**src/rtl/exu_trap_cmt_if.sv**
```systemverilog
// Trap commit bundle: commit request, CSR access and IFU redirect.
// master drives commit/CSR/ack, slave is the trap commit stage.
interface exu_trap_cmt_if #(
  parameter int XLEN = 32
);
  logic            cmt_trap_valid;
  logic [XLEN-1:0] cmt_cause;
  logic [XLEN-1:0] cmt_pc;
  logic            cmt_mret_valid;
  logic            cmt_ready;
  logic            csr_wr_ena;
  logic [11:0]     csr_wr_addr;
  logic [XLEN-1:0] csr_wr_data;
  logic [11:0]     csr_rd_addr;
  logic [XLEN-1:0] csr_rd_data;
  logic            flush_req;
  logic [XLEN-1:0] flush_pc;
  logic            flush_ack;

  modport master (
    output cmt_trap_valid, cmt_cause, cmt_pc,
    output cmt_mret_valid,
    output csr_wr_ena, csr_wr_addr, csr_wr_data,
    output csr_rd_addr, flush_ack,
    input  cmt_ready, csr_rd_data,
    input  flush_req, flush_pc
  );

  modport slave (
    input  cmt_trap_valid, cmt_cause, cmt_pc,
    input  cmt_mret_valid,
    input  csr_wr_ena, csr_wr_addr, csr_wr_data,
    input  csr_rd_addr, flush_ack,
    output cmt_ready, csr_rd_data,
    output flush_req, flush_pc
  );
endinterface

```
**src/rtl/exu_trap_cmt.sv**
```systemverilog
// Trap commit stage: M-mode trap CSRs and a held IFU
// redirect that stalls commit until acknowledged.
module exu_trap_cmt #(
  parameter int              XLEN        = 32,
  parameter logic [XLEN-1:0] MSTATUS_RST = 32'h0000_1800
) (
  input logic             clk,
  input logic             rst,
  exu_trap_cmt_if.slave   bus
);

  localparam logic [11:0] A_MSTATUS = 12'h300;
  localparam logic [11:0] A_MTVEC   = 12'h305;
  localparam logic [11:0] A_MEPC    = 12'h341;
  localparam logic [11:0] A_MCAUSE  = 12'h342;

  typedef enum logic {
    S_IDLE  = 1'b0,
    S_FLUSH = 1'b1
  } state_t;

  state_t          r_state;
  state_t          w_state_nx;
  logic [XLEN-1:0] r_mstatus;
  logic [XLEN-1:0] r_mtvec;
  logic [XLEN-1:0] r_mepc;
  logic [XLEN-1:0] r_mcause;
  logic [XLEN-1:0] r_flush_pc;
  logic [XLEN-1:0] w_mst_trap;
  logic [XLEN-1:0] w_mst_mret;
  logic            w_ready;
  logic            w_trap;
  logic            w_mret;

  assign w_trap = bus.cmt_trap_valid & w_ready;
  assign w_mret = bus.cmt_mret_valid & w_ready
                & ~bus.cmt_trap_valid;

  // Full next mstatus images so a same-cycle CSR write is overridden
  always_comb begin
    w_mst_trap        = r_mstatus;
    w_mst_trap[7]     = r_mstatus[3];
    w_mst_trap[3]     = 1'b0;
    w_mst_trap[12:11] = 2'b11;
    w_mst_mret        = r_mstatus;
    w_mst_mret[3]     = r_mstatus[7];
    w_mst_mret[7]     = 1'b1;
  end

  always_ff @(posedge clk) begin
    if (rst) r_state <= S_IDLE;
    else     r_state <= w_state_nx;
  end

  always_comb begin
    w_state_nx = r_state;
    unique case (r_state)
      S_IDLE:  if (w_trap | w_mret) w_state_nx = S_FLUSH;
      S_FLUSH: if (bus.flush_ack)   w_state_nx = S_IDLE;
      default: w_state_nx = S_IDLE;
    endcase
  end

  always_comb begin
    w_ready       = (r_state == S_IDLE);
    bus.cmt_ready = w_ready;
    bus.flush_req = (r_state == S_FLUSH);
  end

  always_ff @(posedge clk) begin
    if (rst) begin
      r_mstatus  <= MSTATUS_RST;
      r_mtvec    <= '0;
      r_mepc     <= '0;
      r_mcause   <= '0;
      r_flush_pc <= '0;
    end else begin
      if (bus.csr_wr_ena) begin
        unique case (bus.csr_wr_addr)
          A_MSTATUS: r_mstatus <= bus.csr_wr_data;
          A_MTVEC:   r_mtvec   <= bus.csr_wr_data;
          A_MEPC:    r_mepc    <= bus.csr_wr_data;
          A_MCAUSE:  r_mcause  <= bus.csr_wr_data;
          default:   ;
        endcase
      end
      if (w_trap) begin
        r_mepc     <= bus.cmt_pc;
        r_mcause   <= bus.cmt_cause;
        r_mstatus  <= w_mst_trap;
        r_flush_pc <= {r_mtvec[XLEN-1:2], 2'b00};
      end else if (w_mret) begin
        r_mstatus  <= w_mst_mret;
        r_flush_pc <= r_mepc;
      end
    end
  end

  assign bus.flush_pc = r_flush_pc;

  always_comb begin
    bus.csr_rd_data = '0;
    unique case (1'b1)
      (bus.csr_rd_addr == A_MSTATUS): bus.csr_rd_data = r_mstatus;
      (bus.csr_rd_addr == A_MTVEC):   bus.csr_rd_data = r_mtvec;
      (bus.csr_rd_addr == A_MEPC):    bus.csr_rd_data = r_mepc;
      (bus.csr_rd_addr == A_MCAUSE):  bus.csr_rd_data = r_mcause;
      default:                        bus.csr_rd_data = '0;
    endcase
  end

endmodule

```
**src/flat_wrapper.sv**
```systemverilog
// flat-port wrapper written by rule: the top's interface ports become plain ports
module exu_trap_cmt_flat 
#(
  parameter int              XLEN        = 32,
  parameter logic [XLEN-1:0] MSTATUS_RST = 32'h0000_1800
)
  (clk, rst, bus_cmt_trap_valid, bus_cmt_cause, bus_cmt_pc, bus_cmt_mret_valid, bus_csr_wr_ena, bus_csr_wr_addr, bus_csr_wr_data, bus_csr_rd_addr, bus_flush_ack, bus_cmt_ready, bus_csr_rd_data, bus_flush_req, bus_flush_pc);
  exu_trap_cmt_if #(.XLEN(XLEN)) bus_i ();
  input logic clk;
  input logic rst;
  input wire logic [$bits(bus_i.cmt_trap_valid)-1:0] bus_cmt_trap_valid;
  input wire logic [$bits(bus_i.cmt_cause)-1:0] bus_cmt_cause;
  input wire logic [$bits(bus_i.cmt_pc)-1:0] bus_cmt_pc;
  input wire logic [$bits(bus_i.cmt_mret_valid)-1:0] bus_cmt_mret_valid;
  input wire logic [$bits(bus_i.csr_wr_ena)-1:0] bus_csr_wr_ena;
  input wire logic [$bits(bus_i.csr_wr_addr)-1:0] bus_csr_wr_addr;
  input wire logic [$bits(bus_i.csr_wr_data)-1:0] bus_csr_wr_data;
  input wire logic [$bits(bus_i.csr_rd_addr)-1:0] bus_csr_rd_addr;
  input wire logic [$bits(bus_i.flush_ack)-1:0] bus_flush_ack;
  output wire logic [$bits(bus_i.cmt_ready)-1:0] bus_cmt_ready;
  output wire logic [$bits(bus_i.csr_rd_data)-1:0] bus_csr_rd_data;
  output wire logic [$bits(bus_i.flush_req)-1:0] bus_flush_req;
  output wire logic [$bits(bus_i.flush_pc)-1:0] bus_flush_pc;
  assign bus_i.cmt_trap_valid = bus_cmt_trap_valid;
  assign bus_i.cmt_cause = bus_cmt_cause;
  assign bus_i.cmt_pc = bus_cmt_pc;
  assign bus_i.cmt_mret_valid = bus_cmt_mret_valid;
  assign bus_i.csr_wr_ena = bus_csr_wr_ena;
  assign bus_i.csr_wr_addr = bus_csr_wr_addr;
  assign bus_i.csr_wr_data = bus_csr_wr_data;
  assign bus_i.csr_rd_addr = bus_csr_rd_addr;
  assign bus_i.flush_ack = bus_flush_ack;
  assign bus_cmt_ready = bus_i.cmt_ready;
  assign bus_csr_rd_data = bus_i.csr_rd_data;
  assign bus_flush_req = bus_i.flush_req;
  assign bus_flush_pc = bus_i.flush_pc;
  exu_trap_cmt #(.XLEN(XLEN), .MSTATUS_RST(MSTATUS_RST)) u_core (.clk(clk), .rst(rst), .bus(bus_i));
endmodule
```
**config.mk**
```make
export PLATFORM = sky130hd
export DESIGN_NAME = exu_trap_cmt_flat
export DESIGN_NICKNAME = d
export VERILOG_FILES = /design/src/rtl/exu_trap_cmt_if.sv /design/src/rtl/exu_trap_cmt.sv /design/src/flat_wrapper.sv
export SDC_FILE = /design/constraint.sdc
export NUM_CORES = 1
export LEC_CHECK = 0
export ABC_AREA = 0
export CAP_MARGIN = 10
export CORE_ASPECT_RATIO = 0.8
export CORE_MARGIN = 8
export CORE_UTILIZATION = 49
export DETAILED_ROUTE_END_ITERATION = 7
export HOLD_SLACK_MARGIN = 0.03
export PLACE_DENSITY = 0.89
export SLEW_MARGIN = 40
export SYNTH_ARGS = -nofsm -noshare
export SYNTH_HDL_FRONTEND = slang
export SYNTH_SLANG_ARGS = --single-unit
```
**constraint.sdc**
```tcl
create_clock -name clk -period 2.3 [get_ports clk]
set_input_delay 0.46 -clock clk [delete_from_list [all_inputs] [get_ports clk]]
set_output_delay 0.46 -clock clk [all_outputs]
set_load 0.02 [all_outputs]
```
==> results of run 1 <==
[logic make-up (layout without fill, tap and decap cells)]
logic type,count (synthesis),after routing,share of synthesized area [%]
compound gates,310,310,31.8
simple gates,208,208,14.2
mux,39,39,5.27
buf+inv,89,293,5.19
flops,161,161,43.5
[cell type report]
type	count	area share [%]
clock buffers	18	4.03
inverters	2	0.0688
multi-input cells	557	36.2
clock inverters	14	1.86
well taps	189	2.17
flip-flops and latches	161	29.6
repair buffers	259	26.1
[worst register-to-register path, stage by stage (launching register included)]
cell and delay (ns):
sky130_fd_sc_hd__dfxtp_1 0.51, sky130_fd_sc_hd__clkinv_1 0.24, sky130_fd_sc_hd__buf_4 0.26, sky130_fd_sc_hd__a21oi_4 0.18
sky130_fd_sc_hd__buf_4 0.34, sky130_fd_sc_hd__a32o_1 0.25, sky130_fd_sc_hd__a21o_1 0.09
[layer usage]
| metal | vias to the layer above | global-route usage (%) | share of wire [%] |
|---|---|---|---|
| met1 | 3853 | 37.8 | 38 |
| li1 | 3507 | - | - |
| met3 | 146 | 10.0 | 14 |
| met4 | 0 | 13.3 | 4.6 |
| met2 | 728 | 44.8 | 44 |
| met5 | - | 0 | 0 |
[stage by stage]
| stage | hold WS [ns] | cell area [sq um] | TNS, ns | std cells | power [W] |
|---|---|---|---|---|---|
| after floorplan | 0.445 | 7400 | -0.151 | 807 | 0.00347 |
| after global placement | 0.442 | 9820 | -33.73 | 1147 | 0.00403 |
| after detailed placement | 0.451 | 9820 | -34.67 | 1147 | 0.00405 |
| after CTS | 0.271 | 10800 | -7.32 | 1196 | 0.00707 |
| after global routing | 0.279 | 10900 | -10.23 | 1200 | 0.00730 |
| final | 0.279 | 10900 | -9.05 | 1200 | 0.00711 |
[worst paths after layout]
path | start | endpoint | slack [ns]
setup reg to reg | u_core.bus.flush_req$_SDFF_PP0_ | u_core.r_mepc[9]$_SDFFE_PP0P_ | 0.37
hold reg to reg | u_core.bus.flush_pc[0]$_SDFFE_PP0P_ | u_core.bus.flush_pc[0]$_SDFFE_PP0P_ | 0.46
setup / recovery | bus_csr_rd_addr[11] | bus_csr_rd_data[12] | -0.34
hold / removal | rst | u_core.r_mcause[12]$_SDFFE_PP0P_ | 0.28
[power by group through the flow]
stage	registers, W	logic, W	clock network [W]
finish	0.00301	0.00103	0.00308
global route	0.00302	0.00107	0.00321
CTS	0.00300	0.000997	0.00307
detailed placement	0.00306	0.000985	0
global placement	0.00306	0.000974	0
floorplan	0.00310	0.000374	0
[what timing repair did]
action	CTS	global route
gates cloned	5	3
resized for setup	249	11
buffers inserted	12	3
hold buffers	0	0
setup endpoints to repair	32	32
pin swaps	7	18
[state kept, by name, indices dropped and copies added (netlist names)]
name,flops
u_core.r_mcause,32
u_core.bus.flush_req,1
u_core.r_mstatus,32
u_core.r_mepc,32
u_core.r_mtvec,32
u_core.bus.flush_pc,32
[cells in the final DEF, fill, tap and decap left out, drive strengths merged, types with 3 or more instances in the layout]
cell type | netlist | routed
a32o | 58 | 58
o22ai | 30 | 30
dfxtp | 161 | 161
a221o | 32 | 32
buf | 27 | 106
clkinv | 1 | 4
clkinvlp | 0 | 3
nor3 | 5 | 5
bufinv | 0 | 4
a211oi | 37 | 37
o21ai | 31 | 31
a21o | 58 | 58
a21oi | 64 | 64
nor4b | 4 | 4
clkbuf | 60 | 20
nand3 | 98 | 98
nand2 | 8 | 8
nor2 | 75 | 75
mux2i | 39 | 39
nand2b | 4 | 4
inv | 1 | 5
clkdlybuf4s50 | 0 | 146
dlygate4sd2 | 0 | 5
nor4 | 4 | 4
==> out/summary.md, run 1 <==
Among cell families on the critical path, the largest total delay comes from buffers and inverters. The commonest cells after synthesis are sky130_fd_sc_hd__dfxtp_1 (161), sky130_fd_sc_hd__nand3_1 (98), sky130_fd_sc_hd__nor2_1 (75). The worst pin sits at a relative slew slack of 52.0%. The tools report the final worst slack as -0.340 ns. At the end of routability-driven placement, the weighted congestion stood at 0.953. In this design, the critical path's most frequently occurring cell is sky130_fd_sc_hd__buf_6. The clock passes through at most 2 buffers.

The tree is rooted in a sky130_fd_sc_hd__clkbuf_16. For this run, the number of Yosys warnings is 0. The proportion of synthesized chip area in sequential cells is 43.5%, and the final core utilization is 73.1%. The final reports fail on DRC, setup timing. Internal power comes to 0.00528 W.

Measured in cells, the most critical reg-to-reg path has a length of 6. Of the total power, the share spent switching nets is 25.8%. Combinational cells account for 14.4% of the total power. Most used flip-flop cell after synthesis: sky130_fd_sc_hd__dfxtp_1. The clock arrives with 0.00644 ns of skew. VDD sags by at most 668 uV.

The run gives 0 as the number of max-capacitance violations reported. Across every metal layer, demand over resource in global routing totals 29.7%. STA classifies the critical path startpoint as an input port. After synthesis, the cell types taking the most area are sky130_fd_sc_hd__dfxtp_1 (44%), sky130_fd_sc_hd__a32o_1 (7.8%), sky130_fd_sc_hd__nand3_1 (6.6%), sky130_fd_sc_hd__a21o_1 (5.9%), sky130_fd_sc_hd__mux2i_1 (5.3%).

For this run, the slowest stage of the critical path takes 0.37 ns. During I/O placement, the number of pins put on the boundary was 192. The area taken by flip-flops and latches was 3220 sq um; the global-route wire length before repair was 45600 microns. The tools report the clock sink count as 161. The width of the chip works out to 153 microns. For the maximum clock frequency, the log shows 379 MHz.

The die covers 19300 sq um. In this run the worst hold path is classified as input port to register. After layout, the worst path uses 115% of the clock period. Using the TritonRoute via totals, the vias-per-cell ratio works out to 6.86.

The logs give 43.3% for the clock share of power and 8234 for the total via count after detailed routing. Dividing total power by cell area gives a power density of 652 nW/um^2. The top-area cell type share of the netlist area works out to 43.5%. The worst setup path is captured at an output pin. The core area is 14900 sq um. Walking the worst path, the cells encountered are buf_6, or3_4, buf_4, buf_6, nor4_4, buf_6, buf_12, a221o_1, buf_6. The multi-input combinational cells in the finished layout cover a total of 3950 sq um. The analysis attributes to cell leakage a power of 4.52 nW. At the placement stage, the worst setup path has a slack of -1.12 ns. The count of cell instances traversed by the critical path was 9; the initial antenna violation count was 0. Setup repair after global routing could not meet its margin everywhere. The TritonCTS buffer count is 17, and the highest fanout seen on the critical path is 8. The repair_antennas step left the layout with diodes totalling 0.

In this run the vertical extent of the chip is 126 microns. The average cell area after synthesis is 9.18 sq um, and the total wire length after detailed routing is 30700 microns. The arrival time of the worst setup path was 2.18 ns.

The net count of the mapped netlist was 933. The run finished, with violations left. After detailed routing, the number of remaining DRC violations is 2.

The routed design could run at a clock period as short as 2.64 ns. Share of cells above drive strength 1: 18.7%. The netlist uses 33 different library cells.

The worst hold path was traced through 2 stages. The number of optimization iterations in the first detailed-route pass was 8; the HPWL reported at the end of detailed placement was 18700 microns. By instance count, the leading cell after synthesis is sky130_fd_sc_hd__dfxtp_1. Sequential cells burn 42.3% of the power. For the number of nets still failing antenna checks after routing, the log shows 0.

Counting both buffers and inverters, the worst setup path holds a total of 6. The tools report the via count of the first global-routing pass as 8090. The worst setup path category is input port to output pin. Reported net switching power: 0.00184 W.

The violation count after the first detailed-routing iteration came out at 1547. The count of buffers added on input and output ports is 191. The floorplan has 40 rows. The clock transition at the registers of the reported paths is 0.06 ns. TritonCTS built the clock tree. Among all stages on the critical path, the largest delay is contributed by sky130_fd_sc_hd__or3_4.

The flip-flop and latch count after synthesis was 161; the final layout net count was 1124. Setup violations remaining at the end of the flow were counted as 32. The insertion delay of the later-clocked pin in the worst-skew pair is 0.43 ns.

In the synthesized netlist, the number of instances is 807. The initial utilization of the core area, before any placement, comes to 49.6%. The total count of hold-check failures in the final report came out at 0.

The growth of design area from synthesis to finish works out to 47.3%. Counting flops with an async set or reset pin after synthesis yields a share of 0%. At the pin with the least slew margin, the transition time is 0.720 ns. For the number of slew-limit violations in the final report, the log shows 0. The data required time at the worst endpoint was 1.84 ns; the number of enable-type register cells in the synthesized netlist was 0.

Summed over all layers, the global routing overflow is 0. sky130_fd_sc_hd__dfxtp_1 takes more of the synthesized area than any other cell. H-tree depth: 4. Entering global routing, the biggest net connects 62 pins. The routed wire length per instance was 25.6 microns.

The fill cell total of the finished layout was 1000. The tools report the post-synthesis cell area as 7400 sq um.
(Power assumes the default switching activity.)
==> run 2, diff against run 1 <==
- CORE_UTILIZATION: 49 -> 50
- GPL_ROUTABILITY_DRIVEN: unset -> 0
- PLACE_DENSITY: 0.89 -> 0.91
- SLEW_MARGIN: 40 -> 25
- clock period: 2.3 -> 3.4 ns (I/O delays scaled with it)
==> out/summary.md, run 2 (synthesis results as in run 1) <==
On the critical path the largest part of the delay comes from buffers and inverters. Walking the worst path, the cells encountered are clkdlybuf4s50_1, or3_4, or4_4, buf_12, a21oi_2, a221o_1, clkdlybuf4s15_1. The final cell count without fillers is 1178 (-1.8%). The tools report the TritonCTS buffer count as 17 (unchanged). The routed wire length per instance was 24.6 microns (-3.9%). In the layout the commonest cells are sky130_fd_sc_hd__dfxtp_1 (161), sky130_fd_sc_hd__clkdlybuf4s50_1 (154), sky130_fd_sc_hd__nand3_1 (98), sky130_fd_sc_hd__nor2_1 (72).

Global-route wire length before repair: 43900 microns (-3.8%). Final period demand of the worst path: 3.36 ns. For the antenna diode instance count, the log shows 0 (unchanged). For the largest net degree at the start of global routing, the log shows 61 (-1.6%).

For the internal power component, the log shows 0.00347 W (-34%). The largest buffer count on any clock path was 2 (unchanged). The number of placement rows came out at 39 (-2.5%). TritonCTS built the clock tree.

The width of the chip works out to 152 microns (-0.90%). The worst setup path is captured at an output pin. The tools report the violation count after the first detailed-routing iteration as 1228 (-21%). The share of cells above drive strength 1 is 15.5% (-3.2 points), and the final routed DRC violation total is 0 (-2). The worst register-to-register path begins at u_core.bus.flush_req$_SDFF_PP0_.

The total wire length after detailed routing came out at 29000 microns (-5.7%). Timing would allow up to 298 MHz. The tools report the final-report setup violation count as 0 (-100%). The total count of hold-check failures in the final report came out at 0 (unchanged). The H-tree depth came out at 4 (unchanged).

The buffer and inverter count on the worst path was 3 (-3); the aggregate global-route resource usage was 28.9% (-0.76 points). The leakage power total came out at 4.34 nW (-4.0%). The area growth from synthesis to layout is 39.8%. The worst setup path category is input port to output pin. The power share of the sequential group was 43.4% (+1.1 points).

The area taken by flip-flops and latches came out at 3220 sq um (unchanged). The insertion delay of the later-clocked pin in the worst-skew pair is 0.43 ns (about the same), and the area of the die is 19000 sq um (-1.8%). The run gives 8023 (-2.6%) as the total via count after detailed routing. HPWL reported at the end of detailed placement: 18800 microns (+0.28%). Delay of the slowest cell on the worst path: 0.53 ns (+0.16 ns). The worst-case clock skew is 0.00711 ns (+0.000665 ns). The kind of path behind the tightest hold check is register to register. In this run the clock root is driven by a sky130_fd_sc_hd__clkbuf_16. Effective utilization at floorplan: 51.4% (+1.8 points). Startpoint of the worst hold path: u_core.r_mstatus[30]$_SDFFE_PP0P_.

The measured slew at the worst slew-check pin was 0.709 ns (-0.0110 ns); the worst vdd rail ir drop was 386 uV (-42%). Total power divided by cell area: 453 nW/um^2 (-31%). The highest fanout seen on the critical path was 16 (+8); the detail-routed via count per cell was 6.81 (-0.74%). The number of max-capacitance violations reported came out at 0 (unchanged).

The critical path starts at bus_csr_rd_addr[11]. The number of optimization iterations in the first detailed-route pass was 6 (-2); the number of placed I/O pins was 192 (unchanged). Dividing the final minimum period by the clock period gives 98.8%. For the final layout net count, the log shows 1107 (-1.5%).

Sum of negative setup slack: 0 ns (+9.05 ns). Clock transition at the registers of the reported paths: 0.06 ns (about the same). The area occupied by multi-input gates is 3890 sq um (-1.3%), and the fill cell total of the finished layout is 1031 (+3.1%).

The reported net switching power is 0.00122 W (-33%), and the number of nets still failing antenna checks after routing is 0 (unchanged). The headroom to the max-slew limit was 52.7% (+0.73 points); the via count of the first global-routing pass was 7860 (-2.8%). The number of slew-limit violations in the final report is 0 (unchanged).

The largest individual stage delay along the critical path comes from the cell sky130_fd_sc_hd__or4_4. Leaving out fill and tap cells, the most frequent cell in the layout is sky130_fd_sc_hd__dfxtp_1. The tools report the core area as 14400 sq um (-3.5%).

The switching share of power is 26.1% (+0.29 points). The worst setup path is launched from an input port. The run gives 42.2% (-1.1 points) as the clock share of power.

The run gives 14.4% (about the same) as the part of the total power dissipated in combinational logic. The logs give 161 (unchanged) for the clock sink count and 1138 (-0.78%) for the number of placed cells counting well taps. The initial antenna violation count is 0 (unchanged). For the total congestion overflow, the log shows 0 (unchanged).

The arrival time of the worst setup path was 2.68 ns (+0.50 ns). The run finished with clean final reports. The run gives 0 (unchanged) as the number of hold buffers added after CTS.

The count of buffers inserted at the top-level ports was 191 (unchanged); the vertical extent of the die was 125 microns (-0.88%). The tools report the data required time at the worst endpoint as 2.72 ns (+0.88 ns).
-- run 2: changes by cell type in the layout (fill, tap and decap cells not counted), sizes merged --
cell           previous run  this run
inv                       5         4
clkdlybuf4s50           146       154
buf                     106        68
dlygate4sd2               5         0
clkbuf                   20        28
bufinv                    4         3
clkdlybuf4s15             0         5
dlymetal6s2s              0         4
clkinv                    4         7
-- run 2: final cells by class --
class | instances | share of cell area [%]
inverters | 2 | 0.0725
repair buffers | 242 | 23.1
clock inverters | 15 | 1.76
well taps | 184 | 2.22
multi-input cells | 557 | 37.6
flip-flops and latches | 161 | 31.1
clock buffers | 17 | 4.11
-- run 2: worst paths after layout --
kind | endpoint | slack, ns | cells after the start
worst max-delay path | bus_csr_rd_data[1] | 0.04 | 7
worst min-delay path | u_core.r_mstatus[30]$_SDFFE_PP0P_ | 0.48 | 2
worst max register to register | u_core.r_mcause[24]$_SDFFE_PP0P_ | 1.33 | 6
worst min register to register | u_core.r_mstatus[30]$_SDFFE_PP0P_ | 0.48 | 2
-- run 2: worst reg2reg max path, cell delays in order, from the launching register on --
cell and delay, ns:
sky130_fd_sc_hd__dfxtp_1 0.46, sky130_fd_sc_hd__clkinv_1 0.10, sky130_fd_sc_hd__buf_4 0.27, sky130_fd_sc_hd__a21oi_4 0.62, sky130_fd_sc_hd__buf_12 0.26, sky130_fd_sc_hd__a32o_1 0.21, sky130_fd_sc_hd__a21o_1 0.10
-- run 2: repair_timing --
action | CTS | global route
setup buffers | 4 | 1
setup endpoints to repair | 32 | 29
cloned | 2 | 1
pin swaps | 0 | 4
gates resized for setup | 100 | 34
-- run 2: per-layer routing --
layer / part of all wire (%) / global-route usage [%]
met5: 0 / 0
met4: 3.5 / 12.4
met3: 13 / 10.9
met2: 44 / 43.4
met1: 39 / 36.4
-- run 2: per-stage QoR --
step,utilization [%],instance area [sq um],total power (W),setup WS [ns],hold WS [ns]
6_report,71.9,10400,0.00469,0.0421,0.476
5_1_grt,71.9,10400,0.00481,-0.0177,0.494
4_1_cts,71.6,10300,0.00467,0.000434,0.475
3_5_place_dp,67.4,9700,0.00273,-0.480,0.467
3_3_place_gp,67.4,9700,0.00272,-0.423,0.461
2_1_floorplan,-,7400,0.00235,0.652,0.445
-- run 2: power by group through the flow --
stage               Combinational (W)  Sequential (W)  Clock (W)
floorplan                    0.000253         0.00210          0
global placement             0.000650         0.00207          0
detailed placement           0.000657         0.00207          0
CTS                          0.000665         0.00203    0.00198
global route                 0.000710         0.00204    0.00206
finish                       0.000677         0.00203    0.00198
==> run 3, diff against run 2 <==
- CAP_MARGIN: 10 -> unset
- REMOVE_ABC_BUFFERS: unset -> 1
==> out/summary.md, run 3 (synthesis results as in run 1) <==
The logs give 4 (unchanged) for the H-tree depth and 0.00464 W (-1.1%) for the post-layout total power. The final worst slack was 0.0538 ns (+0.0117 ns). Leakage power total: 4.25 nW (-2.1%). The clock transition at the registers of the reported paths is 0.06 ns (about the same). The worst vdd rail ir drop is 345 uV (-11%). The total via count after detailed routing was 7841 (-2.3%).

For the HPWL reported at the end of detailed placement, the log shows 17600 microns (-6.4%). The headroom to the max-slew limit was 37.7% (-15 points). The run gives 2.72 ns (about the same) as the data required time at the worst endpoint. For the sum of negative setup slack, the log shows 0 ns (unchanged). The share of cells above drive strength 1 is 15.4% (-0.093 points). The antenna diode instance count was 0 (unchanged); the area of the die was 19000 sq um (unchanged). Setup repair after global routing left no endpoint under its margin.

The vertical extent of the die is 125 microns (unchanged), and the worst slack at placement is -0.500 ns (-0.0199 ns). The arrival time of the worst setup path was 2.67 ns (about the same). The detail-routed via count per cell came out at 6.70 (-1.7%). The total congestion overflow was 0 (unchanged); the highest fanout seen on the critical path was 8 (-8). The number of nets still failing antenna checks after routing is 0 (unchanged), and the width of the chip is 152 microns (unchanged). TritonCTS built the clock tree. For the final core utilization, the log shows 70.3% (-1.6 points). The effective utilization at floorplan was 51.4% (unchanged). STA classifies the critical path endpoint as an output pin. The number of max-capacitance violations reported is 0 (unchanged). The core area is 14400 sq um (unchanged), and the measured slew at the worst slew-check pin is 0.934 ns (+0.225 ns).

Insertion delay of the later-clocked pin in the worst-skew pair: 0.42 ns (about the same). For the largest buffer count on any clock path, the log shows 2 (unchanged). The tools report the final routed DRC violation total as 0 (unchanged). The library cells used most frequently in the layout, excluding fill and tap cells, are sky130_fd_sc_hd__dfxtp_1 (161), sky130_fd_sc_hd__clkdlybuf4s50_1 (154), sky130_fd_sc_hd__nand3_1 (98), sky130_fd_sc_hd__nor2_1 (72). For the number of slew-limit violations in the final report, the log shows 0 (unchanged). The critical path in this run is classified as input port to output pin. The clock sink count was 161 (unchanged); the worst-case clock skew was 0.00854 ns (+0.00143 ns). The final period demand of the worst path was 3.35 ns (-0.0117 ns). The maximum clock frequency came out at 299 MHz (+0.35%).

The worst setup path is launched from an input port. The number of placed I/O pins was 192 (unchanged). The final-report setup violation count is 0 (unchanged), and the largest net degree at the start of global routing is 82 (+34%). The run gives 5 (-1) as the number of optimization iterations in the first detailed-route pass. The run finished with clean final reports. The run gives 0 (unchanged) as the total count of hold-check failures in the final report. The run gives 7766 (-1.2%) as the via count of the first global-routing pass. Leaving out fill and tap cells, the most frequent cell in the layout is sky130_fd_sc_hd__dfxtp_1. The count of buffers inserted at the top-level ports was 191 (unchanged); the number of placement rows was 39 (unchanged). The total power divided by cell area is 458 nW/um^2 (+1.1%). The fraction of the cycle the final worst path needs is 98.4% (-0.35 points), and the growth of design area from synthesis to finish is 36.8%. The TritonCTS buffer count was 17 (unchanged). The fill cell total of the finished layout was 1096 (+6.3%).

For the number of hold buffers added after CTS, the log shows 0 (unchanged). The tools report the violation count after the first detailed-routing iteration as 979 (-20%). For the initial antenna violation count, the log shows 0 (unchanged). The tools report the cell at the root of the clock tree as sky130_fd_sc_hd__clkbuf_16. The tools report the total wire length after detailed routing as 27900 microns (-3.8%). The routed wire length per instance is 23.8 microns (-3.2%), and the global-route wire length before repair is 43800 microns (-0.33%).

The tools report the aggregate global-route resource usage as 28.3% (-0.59 points). The path class of the tightest hold or removal check is register to register. The run gives 1100 (-0.63%) as the final layout net count. The worst hold slack across all endpoints was 0.478 ns (+0.00140 ns).
==> run 3: changes by cell type in the layout (fill, tap and decap cells not counted), moves of 2 or more <==
cell / delta
sky130_fd_sc_hd__buf_2: +21
sky130_fd_sc_hd__clkbuf_2: -9
sky130_fd_sc_hd__dlymetal6s2s_1: -2
sky130_fd_sc_hd__clkinvlp_4: +3
sky130_fd_sc_hd__buf_4: -6
sky130_fd_sc_hd__clkdlybuf4s15_1: -3
sky130_fd_sc_hd__buf_6: +3
sky130_fd_sc_hd__clkinv_4: -3
sky130_fd_sc_hd__buf_12: -11
==> run 3: repair_timing <==
item | in CTS | in global routing
buffers inserted | 2 | 0
pin swaps | 2 | 3
resized for setup | 106 | 37
endpoints found under the setup margin | 32 | 32
gates cloned | 2 | 1
==> run 3: path summary, 6_finish.rpt <==
| check | cells past startpoint | start | slack (ns) | to |
|---|---|---|---|---|
| worst min register to register | 2 | u_core.r_mstatus[18]$_SDFFE_PP0P_ | 0.48 | u_core.r_mstatus[18]$_SDFFE_PP0P_ |
| worst min-delay path | 2 | u_core.r_mstatus[18]$_SDFFE_PP0P_ | 0.48 | u_core.r_mstatus[18]$_SDFFE_PP0P_ |
| worst max-delay path | 7 | bus_csr_rd_addr[10] | 0.05 | bus_csr_rd_data[6] |
| worst max register to register | 6 | u_core.bus.flush_req$_SDFF_PP0_ | 1.20 | u_core.r_mepc[25]$_SDFFE_PP0P_ |
==> run 3: final cells by class <==
cell class | instances | area (sq um) | share of cell area [%]
flip-flops and latches | 161 | 3220 | 31.8
well taps | 184 | 230 | 2.27
inverters | 2 | 7.51 | 0.0741
clock buffers | 18 | 439 | 4.34
clock inverters | 14 | 164 | 1.62
repair buffers | 235 | 2160 | 21.4
multi-input cells | 557 | 3900 | 38.5
==> run 3: worst max-delay path, cell delays in order <==
cell	delay [ns]
sky130_fd_sc_hd__clkdlybuf4s50_1	0.41
sky130_fd_sc_hd__or3_4	0.37
sky130_fd_sc_hd__or4_4	0.51
sky130_fd_sc_hd__buf_16	0.20
sky130_fd_sc_hd__a21oi_2	0.11
sky130_fd_sc_hd__a221o_1	0.12
sky130_fd_sc_hd__clkdlybuf4s15_2	0.26
==> run 3: routing by layer <==
layer  GRT usage (%)  vias up  share of wire, %
met2            45.4      546                46
met5               0        -                 0
met3            7.94       62                11
met4            11.5        0               2.2
li1                -     3444                 -
met1            35.3     3789                40
==> run 3: power by group <==
part	internal, W	switching [W]
clock	0.00117	0.000791
combinational	0.000310	0.000337
sequential	0.00197	0.0000569
==> run 3: per-stage QoR <==
stage	cell area (sq um)	instances
floorplan	7030	720
global placement	9560	1134
detailed placement	9560	1134
CTS	10200	1170
global route	10100	1171
finish	10100	1171
